**config.mk**
```make
export PLATFORM = sky130hd
export DESIGN_NAME = mux_nto1_scan
export DESIGN_NICKNAME = d
export VERILOG_FILES = /design/src/rtl/mux_nto1_scan.sv
export SDC_FILE = /design/constraint.sdc
export NUM_CORES = 1
export LEC_CHECK = 0
export BUFFER_PORTS_ARGS = -buffer_cell sky130_fd_sc_hd__buf_2
export CORE_AREA = 2 2 70 72
export CTS_BUF_LIST = sky130_fd_sc_hd__clkbuf_4
export DETAILED_ROUTE_END_ITERATION = 6
export DIE_AREA = 0 0 72 74
export PLACE_DENSITY = 0.63
export SLEW_MARGIN = 20
export SYNTH_ARGS = -nofsm -noshare
export SYNTH_HDL_FRONTEND = slang
export SYNTH_SLANG_ARGS = --single-unit
```
**constraint.sdc**
```tcl
create_clock -name clk -period 2.55 [get_ports clk]
set_input_delay 0.51 -clock clk [delete_from_list [all_inputs] [get_ports clk]]
set_output_delay 0.51 -clock clk [all_outputs]
set_load 0.05 [all_outputs]
```
**src/rtl/mux_nto1_scan.sv**
```systemverilog
// Registered N-to-1 multiplexer with a manual select mode and a masked round-robin scan mode.
// Each output carries the channel index, a valid strobe, and a wrap pulse for each new scan pass.
module mux_nto1_scan #(
  parameter int unsigned WIDTH = 1,
  parameter int unsigned N_CH  = 16,
  parameter int unsigned DWELL = 4,
  localparam int unsigned SEL_W = $clog2(N_CH)
) (
  input  logic                    clk,
  input  logic                    rst_n,
  input  logic [N_CH*WIDTH-1:0]   inp,
  input  logic [SEL_W-1:0]        sele,
  input  logic                    mode,
  input  logic                    en,
  input  logic [N_CH-1:0]         ch_mask,
  output logic [WIDTH-1:0]        outp,
  output logic [SEL_W-1:0]        out_ch,
  output logic                    out_vld,
  output logic                    wrap
);

  localparam int unsigned DW_W = (DWELL > 1) ? $clog2(DWELL) : 1;

  typedef enum logic [1:0] {StIdle, StManual, StScan} state_e;

  state_e           state_q, state_d;
  logic [SEL_W-1:0] ptr_q, ptr_d;
  logic [DW_W-1:0]  dwell_q, dwell_d;
  logic             stall_q, stall_d;
  logic             first_wrap_q, first_wrap_d;
  logic [WIDTH-1:0] outp_q, outp_d;
  logic [SEL_W-1:0] out_ch_q, out_ch_d;
  logic             out_vld_q, out_vld_d;
  logic             wrap_q, wrap_d;

  logic [SEL_W-1:0] lowest, next_up, adv_ptr;
  logic             found_lo, found_up, adv_wrap, mask_any, sel_ok;
  logic [WIDTH-1:0] scan_data, man_data;

  always_ff @(posedge clk or negedge rst_n) begin
    if (!rst_n) begin
      state_q      <= StIdle;
      ptr_q        <= '0;
      dwell_q      <= '0;
      stall_q      <= 1'b0;
      first_wrap_q <= 1'b0;
      outp_q       <= '0;
      out_ch_q     <= '0;
      out_vld_q    <= 1'b0;
      wrap_q       <= 1'b0;
    end else begin
      state_q      <= state_d;
      ptr_q        <= ptr_d;
      dwell_q      <= dwell_d;
      stall_q      <= stall_d;
      first_wrap_q <= first_wrap_d;
      outp_q       <= outp_d;
      out_ch_q     <= out_ch_d;
      out_vld_q    <= out_vld_d;
      wrap_q       <= wrap_d;
    end
  end

  always_comb begin
    if (!en)       state_d = StIdle;
    else if (mode) state_d = StScan;
    else           state_d = StManual;
  end

  // Lowest set mask bit, and the first set bit strictly above the current pointer.
  always_comb begin
    lowest    = '0;
    next_up   = '0;
    found_lo  = 1'b0;
    found_up  = 1'b0;
    scan_data = '0;
    man_data  = '0;
    for (int unsigned i = 0; i < N_CH; i++) begin
      if (ch_mask[i] && !found_lo) begin
        lowest   = SEL_W'(i);
        found_lo = 1'b1;
      end
      if (ch_mask[i] && !found_up && (i > 32'(ptr_q))) begin
        next_up  = SEL_W'(i);
        found_up = 1'b1;
      end
      if (32'(ptr_q) == i) scan_data = inp[i*WIDTH +: WIDTH];
      if (32'(sele) == i)  man_data  = inp[i*WIDTH +: WIDTH];
    end
  end

  assign adv_ptr  = found_up ? next_up : lowest;
  assign adv_wrap = !found_up;
  assign mask_any = |ch_mask;
  assign sel_ok   = (32'(sele) < N_CH);

  always_comb begin
    ptr_d        = ptr_q;
    dwell_d      = dwell_q;
    stall_d      = stall_q;
    first_wrap_d = first_wrap_q;
    outp_d       = outp_q;
    out_ch_d     = out_ch_q;
    out_vld_d    = 1'b0;
    wrap_d       = 1'b0;
    unique case (state_d)
      StIdle: ;
      StManual: begin
        outp_d    = sel_ok ? man_data : '0;
        out_ch_d  = sele;
        out_vld_d = sel_ok;
      end
      StScan: begin
        if (state_q != StScan) begin
          // Entry only loads the pointer; data follows on the next edge.
          ptr_d        = lowest;
          dwell_d      = '0;
          stall_d      = !mask_any;
          first_wrap_d = 1'b0;
        end else if (!mask_any) begin
          stall_d = 1'b1;
        end else if (stall_q) begin
          ptr_d        = adv_ptr;
          dwell_d      = '0;
          stall_d      = 1'b0;
          first_wrap_d = adv_wrap;
        end else begin
          outp_d       = scan_data;
          out_ch_d     = ptr_q;
          out_vld_d    = 1'b1;
          wrap_d       = first_wrap_q;
          first_wrap_d = 1'b0;
          if (dwell_q == DW_W'(DWELL - 1)) begin
            dwell_d      = '0;
            ptr_d        = adv_ptr;
            first_wrap_d = adv_wrap;
          end else begin
            dwell_d = dwell_q + DW_W'(1);
          end
        end
      end
      default: ;
    endcase
  end

  assign outp    = outp_q;
  assign out_ch  = out_ch_q;
  assign out_vld = out_vld_q;
  assign wrap    = wrap_q;

endmodule
```
==> results by group <==
STA
  • Slew margin rel.: between 60% and 70%
  • Least-Margin Pin Slew: between 0.4 and 0.5 ns
  • Crit share post-route: slightly below 90%
  • Final Max Tran Viols: 0
  • Setup violators final: 0
  • Clock skew: a little under 0.005 ns
  • Maximum clock frequency: between 400 and 500 MHz
  • Setup TNS: 0 ns
  • RSZ-0062 raised after global routing: no
  • Final Critical Period: ~2.3 ns
  • Final Hold Vio Count: 0

CTS
  • Post-CTS Resized: 0
  • Clk_lat worst skew: a little under 0.3 ns
  • Max clock buf depth: 2
  • Num Clock Sinks: 17
  • CTS tree: yes
  • Clock root cell: clkbuf_4
  • H-tree depth: 1
  • TritonCTS Buffers: 3
  • Hold_buf cts: 0
  • Setup repair bufs after CTS: 0
  • Clk slew on worst S/H paths: about 0.1 ns

Global route
  • Largest net degree at the start of global routing: 18
  • Initial antenna violation count: 0
  • Global-route wire length before repair: approximately 6600 um
  • Overflow after GRT: 0
  • Vias in the first global route: ~1500
  • Total Routing Usage GR: roughly 16%

Pwr
  • Clock power frac: 17.3%
  • Peak supply drop: ~0.14 mV
  • Switch share: 39.78%
  • Leak: approximately 0.87 nW
  • Net Switching: 0.3555 mW
  • Sequential power share: between 30% and 40%
  • Internal: about 0.54 mW
  • Combinational fraction of design power: around 45%
  • Pwr Density: between 400 and 500 nW/um^2

Logic synthesis
  • EDFF count, synth: 0
  • Mux contribution to synthesized area: between 10% and 20%
  • Fraction of registers with async set/reset: between 90% and 100%
  • Synthesized flop and latch total: 17
  • Largest family of logic cells by synthesized area: compound AO/OA/AOI/OAI gates
  • Syn Inst Count: around 180
  • Post-synth top area share: 26.98%
  • Syn Area/Cell: ~8.6 um^2
  • Netlist cell types: between 50 and 60
  • Simple-Gate Fraction of Synth Area: 19.92%
  • Cell Area, Synth: 1577 um^2
  • Top cells by area, synth: dfrtp_1 27%, mux4_2 11%, nand2_1 5.0%
  • Area leader, netlist: dfrtp_1
  • Compound-Gate Fraction of Synth Area: ~30%
  • Sequential share of the synthesized area: a little over a quarter
  • Synth warnings: 0
  • Syn_nets: 225
  • XOR/XNOR share of the synthesized area: 0%
  • Dominant synthesized flop cell: dfrtp_1
  • Post-Synth Adder-Cell Area: less than 1%

Die
  • Initial Util: 34.29%
  • Die area: roughly 5300 um^2
  • IO Pins: 47
  • CORE AREA: 4598 um^2
  • Rows: 25
  • Die Width: around 72 um
  • DIE HEIGHT: ~74 um

Setup path
  • Kind of critical path: register to register
  • Crit-path slowest cell: dfrtp_1
  • Required @ worst endpoint: approximately 2.7 ns
  • Path depth of the worst reg2reg path: 6
  • Number of cells on the critical path: 6
  • Worst setup path endpoint: ptr_q[1]
  • R2r setup slk: approximately 0.27 ns
  • Setup crit start: ptr_q[0]
  • Crit Reg-Reg Startpoint: ptr_q[0]
  • CP Max Fanout: 13
  • Critical path capture point type: register
  • Worst setup SP type: register
  • Reg2reg end: ptr_q[1]
  • Critical Path AT: between 2 and 2.5 ns
  • CP Cell Sequence: a21boi_2 -> o31a_1 -> or4b_4 -> o31ai_4 -> o311a_1 -> o31ai_1
  • Top delay family on crit path: compound AO/OA/AOI/OAI gates
  • CP Buf/Inv Count: 0
  • Delay of the slowest critical-path stage: approximately 0.64 ns

Layout
  • Final net count: 274
  • Fillers: between 400 and 500
  • Reg area: around 430 um^2
  • Util after Layout: approximately two fifths
  • Area of the multi-input gates: 1046 um^2
  • N_diodes: 0
  • Area grow syn2layout: 21.27%
  • Post-route insts no fill: 286
  • Most frequent cells in the layout: 46 x buf_2, 21 x nand2_1, 17 x dfrtp_1
  • Commonest non-fill, non-tap cell in the layout: buf_2
  • Fraction of layout cells with a size suffix above 1: 31.03%

Place
  • DP Wirelength: roughly 3200 um
  • # port buffers: 46
  • Placed Cells: ~280
  • Final RePlAce weighted congestion: 0.8387

Outcome
  • Run status: completed

Route
  • Avg WL per Cell: 13.84 um
  • Vias per Instance: ~5.5
  • Drt first pass iters: 4
  • Post-route antenna net violation count: 0
  • Drt drc: 0
  • Wirelength, routed: about 4000 um
  • Vias: around 1600
  • Initial DRC count: 76

Flow run
  • Max cap viols: 0

Worst hold path
  • Hold Crit Class: input port to asynchronous set/reset pin
-- stage by stage --
stage | area, um^2 | hold WS [ns] | worst slack, ns | total power [mW]
floorplan | 1577 | 0.2144 | 0.3639 | 0.6213
global placement | 1882 | 0.4488 | 0.2593 | 0.7404
detailed placement | 1882 | 0.4472 | 0.2057 | 0.7454
CTS | 1912 | 0.1253 | 0.2844 | 0.8997
global route | 1912 | 0.1379 | 0.1775 | 0.9530
finish | 1912 | 0.1129 | 0.2713 | 0.8937
-- power by group through the flow --
stage               logic (mW)  registers, mW  clock network, mW
finish                   0.404          0.335              0.155
CTS                      0.407          0.334              0.158
global route             0.442          0.339              0.172
floorplan                0.251          0.370                  0
detailed placement       0.406          0.339                  0
global placement         0.402          0.339                  0
-- worst min path at each step --
| stage | startpoint | endpoint | slack [ns] | cells after the start |
|---|---|---|---|---|
| after detailed placement | rst_n | out_ch[1] | 0.45 | 1 |
| final | rst_n | stall_q | 0.11 | 1 |
| after global routing | rst_n | stall_q | 0.14 | 1 |
| after global placement | rst_n | out_ch[1] | 0.45 | 1 |
| after CTS | rst_n | stall_q | 0.13 | 1 |
| after floorplan | rst_n | dwell_q[0] | 0.21 | 0 |
-- synthesized netlist by cell type (all sizes together), types with 2 or more instances --
master	n
nor2	12
nand2	21
o311ai	2
a21boi	3
mux4	8
a221oi	2
mux2i	6
inv	12
o211ai	2
buf	10
o22ai	3
a22o	4
nand2b	3
a21oi	8
nor4	5
a211oi	3
o31ai	6
dfrtp	17
o21bai	2
nor3	7
nand3	5
o21ai	15
nor2b	4
o31a	2
-- cell type report --
cell class / instances / area share (%)
multi-input cells: 144 / 54.71
flip-flops and latches: 17 / 22.25
repair buffers: 55 / 15.58
well taps: 54 / 3.534
inverters: 12 / 2.356
clock buffers: 4 / 1.571
-- flip-flops by register name (all words and copies together) (netlist names) --
signal	flops
out_ch	4
ptr_q	4
dwell_q	2
state_q	2
first_wrap_q	1
out_vld	1
outp	1
stall_q	1
wrap	1
-- routing by layer --
layer	up-vias	GRT usage (%)	wire, um
met5	-	0	0
met4	0	4.403	40
met1	725	20.61	1839
met2	42	26.85	1904
met3	5	1.897	172
li1	811	-	-
-- kinds of logic (layout without fill, tap and decap cells) --
kind of cell | Yosys count | in the layout
adder cells (fa/ha/maj) | 1 | 1
multiplexers | 15 | 15
flip-flops | 17 | 17
AO/OA/AOI/OAI | 64 | 64
buffers and inverters | 23 | 71
AND/OR/NAND/NOR | 64 | 64
No activity file was read; power rests on OpenSTA's default activity.
